## config.mk

```make
export PLATFORM = sky130hd
export DESIGN_NAME = frame_detector
export DESIGN_NICKNAME = d
export VERILOG_FILES = /design/src/rtl/frame_detector.sv
export SDC_FILE = /design/constraint.sdc
export NUM_CORES = 1
export LEC_CHECK = 0
export CORE_MARGIN = 2
export CORE_UTILIZATION = 44
export DETAILED_ROUTE_END_ITERATION = 8
export PLACE_DENSITY = 0.66
export SKIP_LAST_GASP = 1
export SLEW_MARGIN = 20
export SYNTH_ARGS = -nofsm -noshare
export SYNTH_HDL_FRONTEND = slang
export SYNTH_SLANG_ARGS = --single-unit
```

## constraint.sdc

```tcl
create_clock -name clock -period 2.05 [get_ports clock]
set_input_delay 0.205 -clock clock [delete_from_list [all_inputs] [get_ports clock]]
set_output_delay 0.205 -clock clock [all_outputs]
set_load 0.02 [all_outputs]
```

## src/rtl/frame_detector.sv

```systemverilog
// Purpose: byte-stream frame parser (sync A5/5A, length, payload, XOR checksum).
// Latency: one clock from accepted byte to any output; all outputs registered.
// Backpressure: none; en qualifies input bytes, en=0 holds all state, pulses read 0.
//
// Ports:
//   clock, reset (async, active low)
//   din[7:0], en        : input byte and its valid qualifier
//   payload[7:0]        : registered payload byte, qualified by payload_valid
//   frame_start/done/err: one-cycle event pulses
//   busy                : high while in LEN, DATA or CHK
module frame_detector #(
  parameter logic [7:0]  SYNC0  = 8'hA5,
  parameter logic [7:0]  SYNC1  = 8'h5A,
  parameter int unsigned MAXLEN = 16
) (
  input  logic       clock,
  input  logic       reset,
  input  logic [7:0] din,
  input  logic       en,
  output logic [7:0] payload,
  output logic       payload_valid,
  output logic       frame_start,
  output logic       frame_done,
  output logic       frame_err,
  output logic       busy
);

  localparam logic [7:0] MAXLEN_B = 8'(MAXLEN);

  typedef enum logic [2:0] {
    HUNT = 3'd0,
    GOT0 = 3'd1,
    LEN  = 3'd2,
    DATA = 3'd3,
    CHK  = 3'd4
  } state_t;

  state_t     state_q, state_d;
  logic [7:0] cnt_q, cnt_d;
  logic [7:0] csum_q, csum_d;
  logic [7:0] payload_q, payload_d;
  logic       pv_q, pv_d;
  logic       start_q, start_d;
  logic       done_q, done_d;
  logic       err_q, err_d;
  logic       busy_q, busy_d;

  always_comb begin
    state_d   = state_q;
    cnt_d     = cnt_q;
    csum_d    = csum_q;
    payload_d = payload_q;
    pv_d      = 1'b0;
    start_d   = 1'b0;
    done_d    = 1'b0;
    err_d     = 1'b0;

    if (en) begin
      case (state_q)
        HUNT: begin
          if (din == SYNC0) state_d = GOT0;
        end
        GOT0: begin
          if (din == SYNC1)      state_d = LEN;
          else if (din == SYNC0) state_d = GOT0;  // repeated sync start
          else                   state_d = HUNT;
        end
        LEN: begin
          if (din == 8'd0) begin
            // Empty frame: go straight to the checksum byte, expecting 00.
            start_d = 1'b1;
            csum_d  = 8'd0;
            state_d = CHK;
          end else if (din <= MAXLEN_B) begin
            start_d = 1'b1;
            csum_d  = 8'd0;
            cnt_d   = din;
            state_d = DATA;
          end else begin
            err_d   = 1'b1;
            state_d = HUNT;
          end
        end
        DATA: begin
          // Sync bytes here are ordinary payload; no resync inside a frame.
          payload_d = din;
          pv_d      = 1'b1;
          csum_d    = csum_q ^ din;
          cnt_d     = cnt_q - 8'd1;
          if (cnt_q == 8'd1) state_d = CHK;
        end
        CHK: begin
          if (din == csum_q) done_d = 1'b1;
          else               err_d  = 1'b1;
          state_d = HUNT;
        end
        default: state_d = HUNT;
      endcase
    end

    // busy is registered from the next state so it tracks state_q exactly.
    busy_d = (state_d == LEN) || (state_d == DATA) || (state_d == CHK);
  end

  always_ff @(posedge clock or negedge reset) begin
    if (!reset) begin
      state_q   <= HUNT;
      cnt_q     <= 8'd0;
      csum_q    <= 8'd0;
      payload_q <= 8'd0;
      pv_q      <= 1'b0;
      start_q   <= 1'b0;
      done_q    <= 1'b0;
      err_q     <= 1'b0;
      busy_q    <= 1'b0;
    end else begin
      state_q   <= state_d;
      cnt_q     <= cnt_d;
      csum_q    <= csum_d;
      payload_q <= payload_d;
      pv_q      <= pv_d;
      start_q   <= start_d;
      done_q    <= done_d;
      err_q     <= err_d;
      busy_q    <= busy_d;
    end
  end

  assign payload       = payload_q;
  assign payload_valid = pv_q;
  assign frame_start   = start_q;
  assign frame_done    = done_q;
  assign frame_err     = err_q;
  assign busy          = busy_q;

endmodule

```

==> results of run 1 <==
-- power groups by stage --
stage | clock network [mW] | logic (mW) | registers, mW
floorplan | 0 | 0.0590 | 0.662
global placement | 0 | 0.139 | 0.663
detailed placement | 0 | 0.142 | 0.664
CTS | 0.456 | 0.143 | 0.652
global route | 0.483 | 0.157 | 0.654
finish | 0.441 | 0.143 | 0.653
-- worst max path at each step --
| stage | slack, ns | cells past startpoint | endpoint |
|---|---|---|---|
| finish | 0.16 | 6 | cnt_q[1] |
| global route | 0.04 | 5 | busy |
| CTS | 0.20 | 6 | cnt_q[1] |
| detailed placement | -0.1 | 6 | cnt_q[1] |
| global placement | 0.004 | 6 | cnt_q[7] |
| floorplan | 0.57 | 5 | cnt_q[7] |
-- cells in the final DEF, fill, tap and decap left out, types with 3 or more instances in the layout --
cell,instances
dfrtp_1,32
clkdlybuf4s50_1,23
buf_4,20
nand2_1,15
a21oi_1,15
o21ai_1,15
nor2b_1,13
nor2_1,9
mux2_2,8
nor4_1,7
inv_1,6
nor3_1,6
clkbuf_8,5
nor3b_1,3
o22a_1,3
-- per-layer routing --
layer | up-vias | global-route usage | wire, µm | part of all wire
met5 | - | 0 | 0 | 0
met4 | 0 | 0.0536 | 27 | 0.0063
met3 | 4 | 0.0608 | 196 | 0.046
met2 | 41 | 0.356 | 2160 | 0.51
met1 | 738 | 0.271 | 1890 | 0.44
li1 | 742 | - | - | -
-- per-stage QoR --
step | hold WS, ns | cells | setup slack [ns] | setup TNS [ns]
after floorplan | -0.0906 | 180 | 0.572 | 0
after global placement | 0.484 | 264 | 0.00437 | 0
after detailed placement | 0.497 | 264 | -0.0979 | -0.229
after CTS | 0.346 | 271 | 0.195 | 0
after global routing | 0.362 | 271 | 0.0430 | 0
final | 0.334 | 271 | 0.155 | 0
-- cell type report --
class	count	area, µm²	area share
Multi-Input combinational cell	135	881	0.396
Sequential cell	32	801	0.360
Timing Repair Buffer	43	380	0.171
Clock buffer	6	72.6	0.0327
Tap cell	48	60.1	0.0270
Inverter	6	22.5	0.0101
Clock inverter	1	5.00	0.00225
-- worst max-delay path, stage by stage --
cell	delay (ns)
clkdlybuf4s50_1	0.54
o41ai_2	0.44
and3_2	0.30
o211ai_4	0.18
a211oi_1	0.30
a21oi_1	0.07
-- state kept, by name (all words and copies together) (netlist names) --
register	flops
payload_valid	1
cnt_q	8
frame_done	1
payload	8
busy	1
csum_q	8
frame_start	1
frame_err	1
state_q	3
-- cells by family after synthesis --
kind of cell	after synthesis
compound gates	48
xor+xnor	2
fa+ha+maj	2
buf+inv	13
flops	32
mux	10
simple gates	73
==> impl_results.md, run 1 <==
* Area leader, netlist: dfrtp_1
* # IOs at 24
* Worst EP arrival at 2.04 ns
* Area grow syn2layout at 27.6%
* Largest family of logic cells by synthesized area: simple AND/OR/NAND/NOR gates
* HPWL after DPL at 3180 µm
* Crit. End Element: register
* Sw Pwr at just under 300 µW
* DRT iter0 DRCs at 95
* Vias at about 1.5k
* #FFs+latches synth at 32
* Setup Skew at 0.00398 ns
* Inserted Diodes at 0
* Mean number of vias per cell at 5.63
* Worst relative slew slack at 0.550
* Initial antenna violation count at 0
* Die area at about 4500 µm²
* Die span in x at ~67 µm
* CP Class: primary input to register
* Synthesized net count at 193
* Worst hold path class: primary input to async pin
* Number of global-route vias before repair at 1537
* DRC Markers at 0
* Adder-Cell Fraction of Synth Area at 0.0144
* Dominant cells by area after synthesis: dfrtp_1, mux2_2, nor2b_1
* Cts hold-fix bufs at 0
* Minimum clock period at ~1.9 ns
* Final Power at approximately 1.2 mW
* First-pass DRT Iterations at 4
* VDD IR max at 359 µV
* Post-Synth Simple-Gate Area at 0.239
* Clk slew on worst S/H paths at around 0.060 ns
* Critical Path Source Type: primary input
* Tot GR Track Use at 0.213
* Share of post-route cells with drive strength above 1 at 0.179
* # nets final at ~240
* Sw Ratio at 0.239
* Fillers at about 340
* Crit share post-route at 0.924
* Post-synth EDFFs at 0
* Total wire length at 4270 µm
* Row count at 22
* Leakage power at 0.998 nW
* PwrDens at around 560 nW/µm²
* Post-synth ARST share at 1.00
* H-Tree Depth at 2
* PostCTS Resize Cnt at 0
* Number of max-cap violations at 0
* Routed len/inst at 15.7 µm
* Max-slew violation count at 0
* Clock power frac at 0.356
* Unique masters post-synth at 45
* Mapped Avg Cell Area at 9.68 µm²
* TritonCTS Buffers at 5
* Synth Area in Compound Gates at 0.180
* Starting Density at 0.465
* Synth cell count leaders: dfrtp_1, a21oi_1, nand2_1, o21ai_1, nor2b_1
* IO buf count at 23
* Core area at 3740 µm²
* Top_reg_cell synth: dfrtp_1
* Pint at 941 µW
* Syn Inst Count at 180
* CTS root buffer: clkbuf_8
* Final Util at 0.594
* CTS tree: built
* Top-count cell post-synth: dfrtp_1
* Clock Latency Late Sink at 0.28 ns
* Comb pwr share at 0.116
* Die height at 66.9 µm
* Area share of xor/xnor cells in the synthesized design at 0.0101
* Post-CTS setup buffer count at 0
* First-pass GRT wire length at about 7000 µm
* Req. time, crit path at 2.20 ns
* RSZ-0062 raised after global routing: no
* Final Setup Violations at 0
* Total congestion overflow at 0
* Outcome: finished, final reports clean
* GP Congestion at 0.946
* ANT nets after route at 0
* Reg2Reg Setup Slack at 0.24 ns
* Yosys warning count at 0
* CTS Sinks at 32
* Max Fanout on Critical Path at 16
* Reg2reg start: state_q[2]
* Max frequency at ~530 MHz
* Crit path from: din[3]
* Fin area at ~2200 µm²
* Placed cell area at 2140 µm²
* Post-synthesis mux area share at 0.0632
* Sequential fraction of the synthesis area at 0.460
* Largest net degree at the start of global routing at 33
* Reg2reg path depth at 4
* Tightest Pin Transition at 0.673 ns
* Maximum root-to-sink buffer count at 2
* Sequential Power Share at 0.528
* Top cell type's share of synthesized area at 0.460
* Synthesized area at 1740 µm²
* Reg2reg end: cnt_q[7]
* Final Hold Fails at 0
No activity file was read; power rests on OpenSTA's default activity.
==> run 2, diff against run 1 <==
CORE_ASPECT_RATIO = 1.5   (was not set)
REMOVE_ABC_BUFFERS = 1   (was not set)
==> run 2 against run 1 <==
Clock power increased by 35%; count of clock-buffer cells in the layout unchanged; total power increased by 13%; final cell count decreased by 0.74%; clock skew increased by 0.0021 ns; hold slack got worse by 0.025 ns; critical path type unchanged; final area increased by 1.2%.
==> impl_results.md, run 2 (synthesis gave the netlist of run 1 again) <==
* Worst EP arrival at 2.00 ns
* Cts hold-fix bufs at 0
* GP Congestion at 0.914
* Comb pwr share at 0.104
* TritonCTS Buffers at 5
* Worst relative slew slack at 0.613
* Pint at 1.07 mW
* Die area at ~4500 µm²
* Mean number of vias per cell at 5.83
* Minimum clock period at approximately 1.8 ns
* # nets final at 236
* DRT iter0 DRCs at 50
* WP buf/inv at 1
* CTS root buffer: clkbuf_8
* Commonest non-fill, non-tap cells in the layout: dfrtp_1, clkdlybuf4s50_1, buf_4
* H-Tree Depth at 2
* Final Hold Fails at 0
* RSZ-0062 raised after global routing: no
* Reg2reg end: cnt_q[7]
* Final Setup Violations at 0
* First-pass DRT Iterations at 4
* Starting Density at 0.448
* Crit-path cells: clkdlybuf4s50_1 -> nor4_2 -> nand4b_1 -> o211ai_4 -> o21ba_1 -> o22a_1
* Clock power frac at 0.427
* Req. time, crit path at between 2 and 2.5 ns
* CTS Sinks at 32
* VDD IR max at 467 µV
* Most common cell after layout, fill and taps aside: dfrtp_1
* ANT nets after route at 0
* Tightest Pin Transition at between 0.5 and 0.6 ns
* IO buf count at 23
* Sequential Power Share at 0.469
* Worst hold path class: primary input to async pin
* Total congestion overflow at 0
* CP Class: primary input to register
* Crit share post-route at 0.890
* Max frequency at approximately 550 MHz
* Leakage power at 1.01 nW
* Tot GR Track Use at 0.214
* Row count at 28
* First-pass GRT wire length at 7410 µm
* Initial antenna violation count at 0
* PwrDens at 619 nW/µm²
* Vias at about 1.6k
* DRC Markers at 0
* Post-CTS setup buffer count at 0
* Worst path max stage delay at ~0.52 ns
* Reg2reg start: state_q[2]
* Number of global-route vias before repair at between 1.5k and 2k
* Final Power at 1.39 mW
* Die height at between 80 and 90 µm
* HPWL after DPL at between 3000 and 4000 µm
* Share of post-route cells with drive strength above 1 at 0.183
* Max-slew violation count at 0
* Total wire length at 4500 µm
* Number of max-cap violations at 0
* Area grow syn2layout at 29.1%
* Worst path slowest cell: clkdlybuf4s50_1
* Routed len/inst at 16.7 µm
* CTS tree: built
* Largest delay share family, worst path: simple AND/OR/NAND/NOR gates
* Largest net degree at the start of global routing at 33
* Outcome: finished, final reports clean
* Critical Path Source Type: primary input
* Inserted Diodes at 0
* Setup_tns at 0 ns
* Max Fanout on Critical Path at 15
* Reg2Reg Setup Slack at roughly 0.25 ns
* Sw Pwr at about 320 µW
* Maximum root-to-sink buffer count at 2
* Reg2reg path depth at 4
* Crit. End Element: register
* Sw Ratio at 0.231
* Setup Skew at 0.00612 ns
* # IOs at 24
* Core area at 3890 µm²
* Clock Latency Late Sink at 0.29 ns
* PostCTS Resize Cnt at 0
* Clk slew on worst S/H paths at roughly 0.070 ns
* Die span in x at 55.4 µm
## run 2: cell type report
class,count,area (µm²)
flip-flops and latches,32,801
fillers,334,1640
multi-input cells,135,881
well taps,45,56.3
clock inverters,2,35.0
clock buffers,6,72.6
inverters,6,22.5
repair buffers,43,380
## run 2: through the flow
step                      instances  hold WS, ns  instance area (µm²)  setup slack, ns   util
after floorplan                 173      -0.0906                 1700            0.432      -
after global placement          261        0.486                 2140           0.0177  0.551
after detailed placement        261        0.493                 2140          -0.0536  0.551
after CTS                       269        0.325                 2250            0.237  0.578
after global routing            269        0.346                 2250            0.116  0.578
final                           269        0.309                 2250            0.226  0.578
## run 2: routing by layer
layer / track usage / share of wire / vias to the layer above
met5: 0 / 0 / -
met4: 0.115 / 0.024 / 0
met3: 0.0494 / 0.036 / 12
met2: 0.385 / 0.55 / 42
met1: 0.234 / 0.39 / 775
li1: - / - / 740
## run 2: worst max path at each step
stage	cells past startpoint	start	slack (ns)	to
floorplan	6	state_q[2]	0.43	busy
global placement	6	din[3]	0.02	cnt_q[7]
detailed placement	6	din[3]	-0.05	cnt_q[1]
CTS	6	din[3]	0.24	cnt_q[1]
global route	5	cnt_q[5]	0.12	busy
finish	6	din[3]	0.23	cnt_q[7]
## run 2: power groups by stage
stage	clock network [mW]	registers, mW	logic (mW)
floorplan	0	0.662	0.0508
detailed placement	0	0.664	0.145
CTS	0.608	0.652	0.145
global route	0.645	0.653	0.158
finish	0.595	0.653	0.144
global placement	0	0.663	0.141
==> run 3, diff against run 2 <==
==> constraint.sdc (replaced) <==
create_clock -name clock -period 2.05 [get_ports clock]
set_input_delay 0.41 -clock clock [delete_from_list [all_inputs] [get_ports clock]]
set_output_delay 0.41 -clock clock [all_outputs]
set_load 0.02 [all_outputs]
==> run 3 against run 2 <==
Routed wire length rose by 7.3%; combinational power is 8% higher; global-route usage rose by 1.3 points; clock power decreased by 25%; via count increased by 2.7%.
==> impl_results.md, run 3 (synthesis gave the netlist of run 1 again) <==
* Die span in x at 55.4 µm
* Commonest non-fill, non-tap cells in the layout: dfrtp_1, buf_4, clkdlybuf4s50_1
* Tot GR Track Use at 0.227
* RSZ-0062 raised after global routing: no
* Initial antenna violation count at 0
* Setup Skew at 0.00564 ns
* Setup_tns at 0 ns
* CP Class: primary input to register
* Hold Path Origin: payload[3]
* Crit share post-route at 0.969
* Max-slew violation count at 0
* Total congestion overflow at 0
* Worst setup margin at between 0.06 and 0.07 ns
* Sw Ratio at 0.245
* Most common cell after layout, fill and taps aside: dfrtp_1
* Comb pwr share at 0.123
* First-pass DRT Iterations at 4
* Share of post-route cells with drive strength above 1 at 0.219
* Number of global-route vias before repair at 1643
* Total wire length at 4820 µm
* Max Fanout on Critical Path at 8
* CTS tree: built
* PwrDens at 544 nW/µm²
* VDD IR max at 468 µV
* Mean number of vias per cell at 5.79
* Crit path from: din[3]
* DRC Markers at 0
* Minimum clock period at 1.99 ns
* Final Hold Fails at 0
* H-Tree Depth at 2
* Critical Path Source Type: primary input
* Core area at 3890 µm²
* Req. time, crit path at 2.27 ns
* IO buf count at 23
* Tightest Pin Transition at just over 0.6 ns
* CTS Sinks at 32
* Number of max-cap violations at 0
* # IOs at 24
* Worst relative slew slack at 0.587
* Reg2Reg Setup Slack at 0.27 ns
* First-pass GRT wire length at between 7000 and 8000 µm
* Largest net degree at the start of global routing at 33
* GP Congestion at roughly 0.87
* CTS root buffer: clkbuf_8
* TritonCTS Buffers at 5
* DRT iter0 DRCs at 39
* Maximum root-to-sink buffer count at 2
* Sw Pwr at 308 µW
* Max frequency at around 500 MHz
* Clk slew on worst S/H paths at 0.06 ns
* ANT nets after route at 0
* Fillers at between 300 and 400
* Final Setup Violations at 0
* Inserted Diodes at 0
* Cts hold-fix bufs at 0
* Sequential Power Share at 0.520
* Routed len/inst at 17.4 µm
* Die height at ~81 µm
* Starting Density at 0.448
* Outcome: finished, final reports clean
* Clock power frac at 0.357
* HPWL after DPL at approximately 3600 µm
* Row count at 28
* # nets final at 246
* Place WS at -0.288 ns
* Pint at 948 µW
* Area grow syn2layout at 32.7%
* Crit. End Element: register
* Clock Latency Late Sink at 0.28 ns
* Leakage power at 1.05 nW
* Worst EP arrival at 2.21 ns
* Die area at 4490 µm²
* Worst hold path class: register to register
* Reg2reg start: cnt_q[5]
* Vias at 1611
[run 3: cell types whose count changed in the layout (fill, tap and decap cells not counted), sizes merged]
| cell | delta |
|---|---|
| buf | +9 |
| clkdlybuf4s50 | -1 |
| bufinv | -1 |
| dlymetal6s2s | +1 |
| o211ai | +1 |
[run 3: layer usage]
| metal | GRT usage | vias up | wire length [µm] | share of wire |
|---|---|---|---|---|
| li1 | - | 765 | - | - |
| met1 | 0.233 | 776 | 1880 | 0.39 |
| met2 | 0.421 | 52 | 2600 | 0.54 |
| met3 | 0.0589 | 18 | 175 | 0.036 |
| met4 | 0.117 | 0 | 170 | 0.035 |
| met5 | 0 | - | 0 | 0 |
[run 3: repair_timing]
| item | 4_1_cts | 5_1_grt |
|---|---|---|
| setup endpoints to repair | 0 | 7 |
| gates resized for setup | 0 | 3 |
| setup buffers | 0 | 1 |
[run 3: layout make-up]
class	count	area, µm²	area share
Tap cell	45	56.3	0.0244
Timing Repair Buffer	52	450	0.195
Clock buffer	6	72.6	0.0314
Inverter	6	22.5	0.00975
Multi-Input combinational cell	136	903	0.391
Sequential cell	32	801	0.347
Clock inverter	1	5.00	0.00217
[run 3: final timing paths]
| path | end | cells past startpoint |
|---|---|---|
| setup / recovery | cnt_q[7] | 6 |
| hold / removal | payload[3] | 1 |
| setup reg to reg | busy | 5 |
| hold reg to reg | payload[3] | 1 |
| max in group asynchronous | cnt_q[5] | 2 |
| min in group asynchronous | frame_start | 2 |
[run 3: worst max-delay path, cell delays in order]
cell and delay (ns):
clkdlybuf4s50_1 0.53, o41ai_2 0.45, and3_4 0.29, o211ai_4 0.13, o21ba_1 0.26, o22a_1 0.13
[run 3: power by group through the flow]
| stage | sequential [mW] | combinational, mW | clock (mW) |
|---|---|---|---|
| final | 0.653 | 0.155 | 0.449 |
| after detailed placement | 0.664 | 0.154 | 0 |
| after floorplan | 0.662 | 0.0508 | 0 |
| after global placement | 0.663 | 0.149 | 0 |
| after global routing | 0.654 | 0.168 | 0.495 |
| after CTS | 0.653 | 0.154 | 0.457 |
[run 3: through the flow]
| step | area (µm²) | total power, mW | utilization | hold slack, ns | instances |
|---|---|---|---|---|---|
| 6_report | 2310 | 1.26 | 0.594 | 0.505 | 278 |
| 5_1_grt | 2310 | 1.32 | 0.594 | 0.541 | 278 |
| 4_1_cts | 2280 | 1.26 | 0.586 | 0.507 | 276 |
| 3_5_place_dp | 2200 | 0.818 | 0.566 | 0.493 | 269 |
| 3_3_place_gp | 2200 | 0.812 | 0.566 | 0.485 | 269 |
| 2_1_floorplan | 1700 | 0.713 | - | 0.114 | 173 |
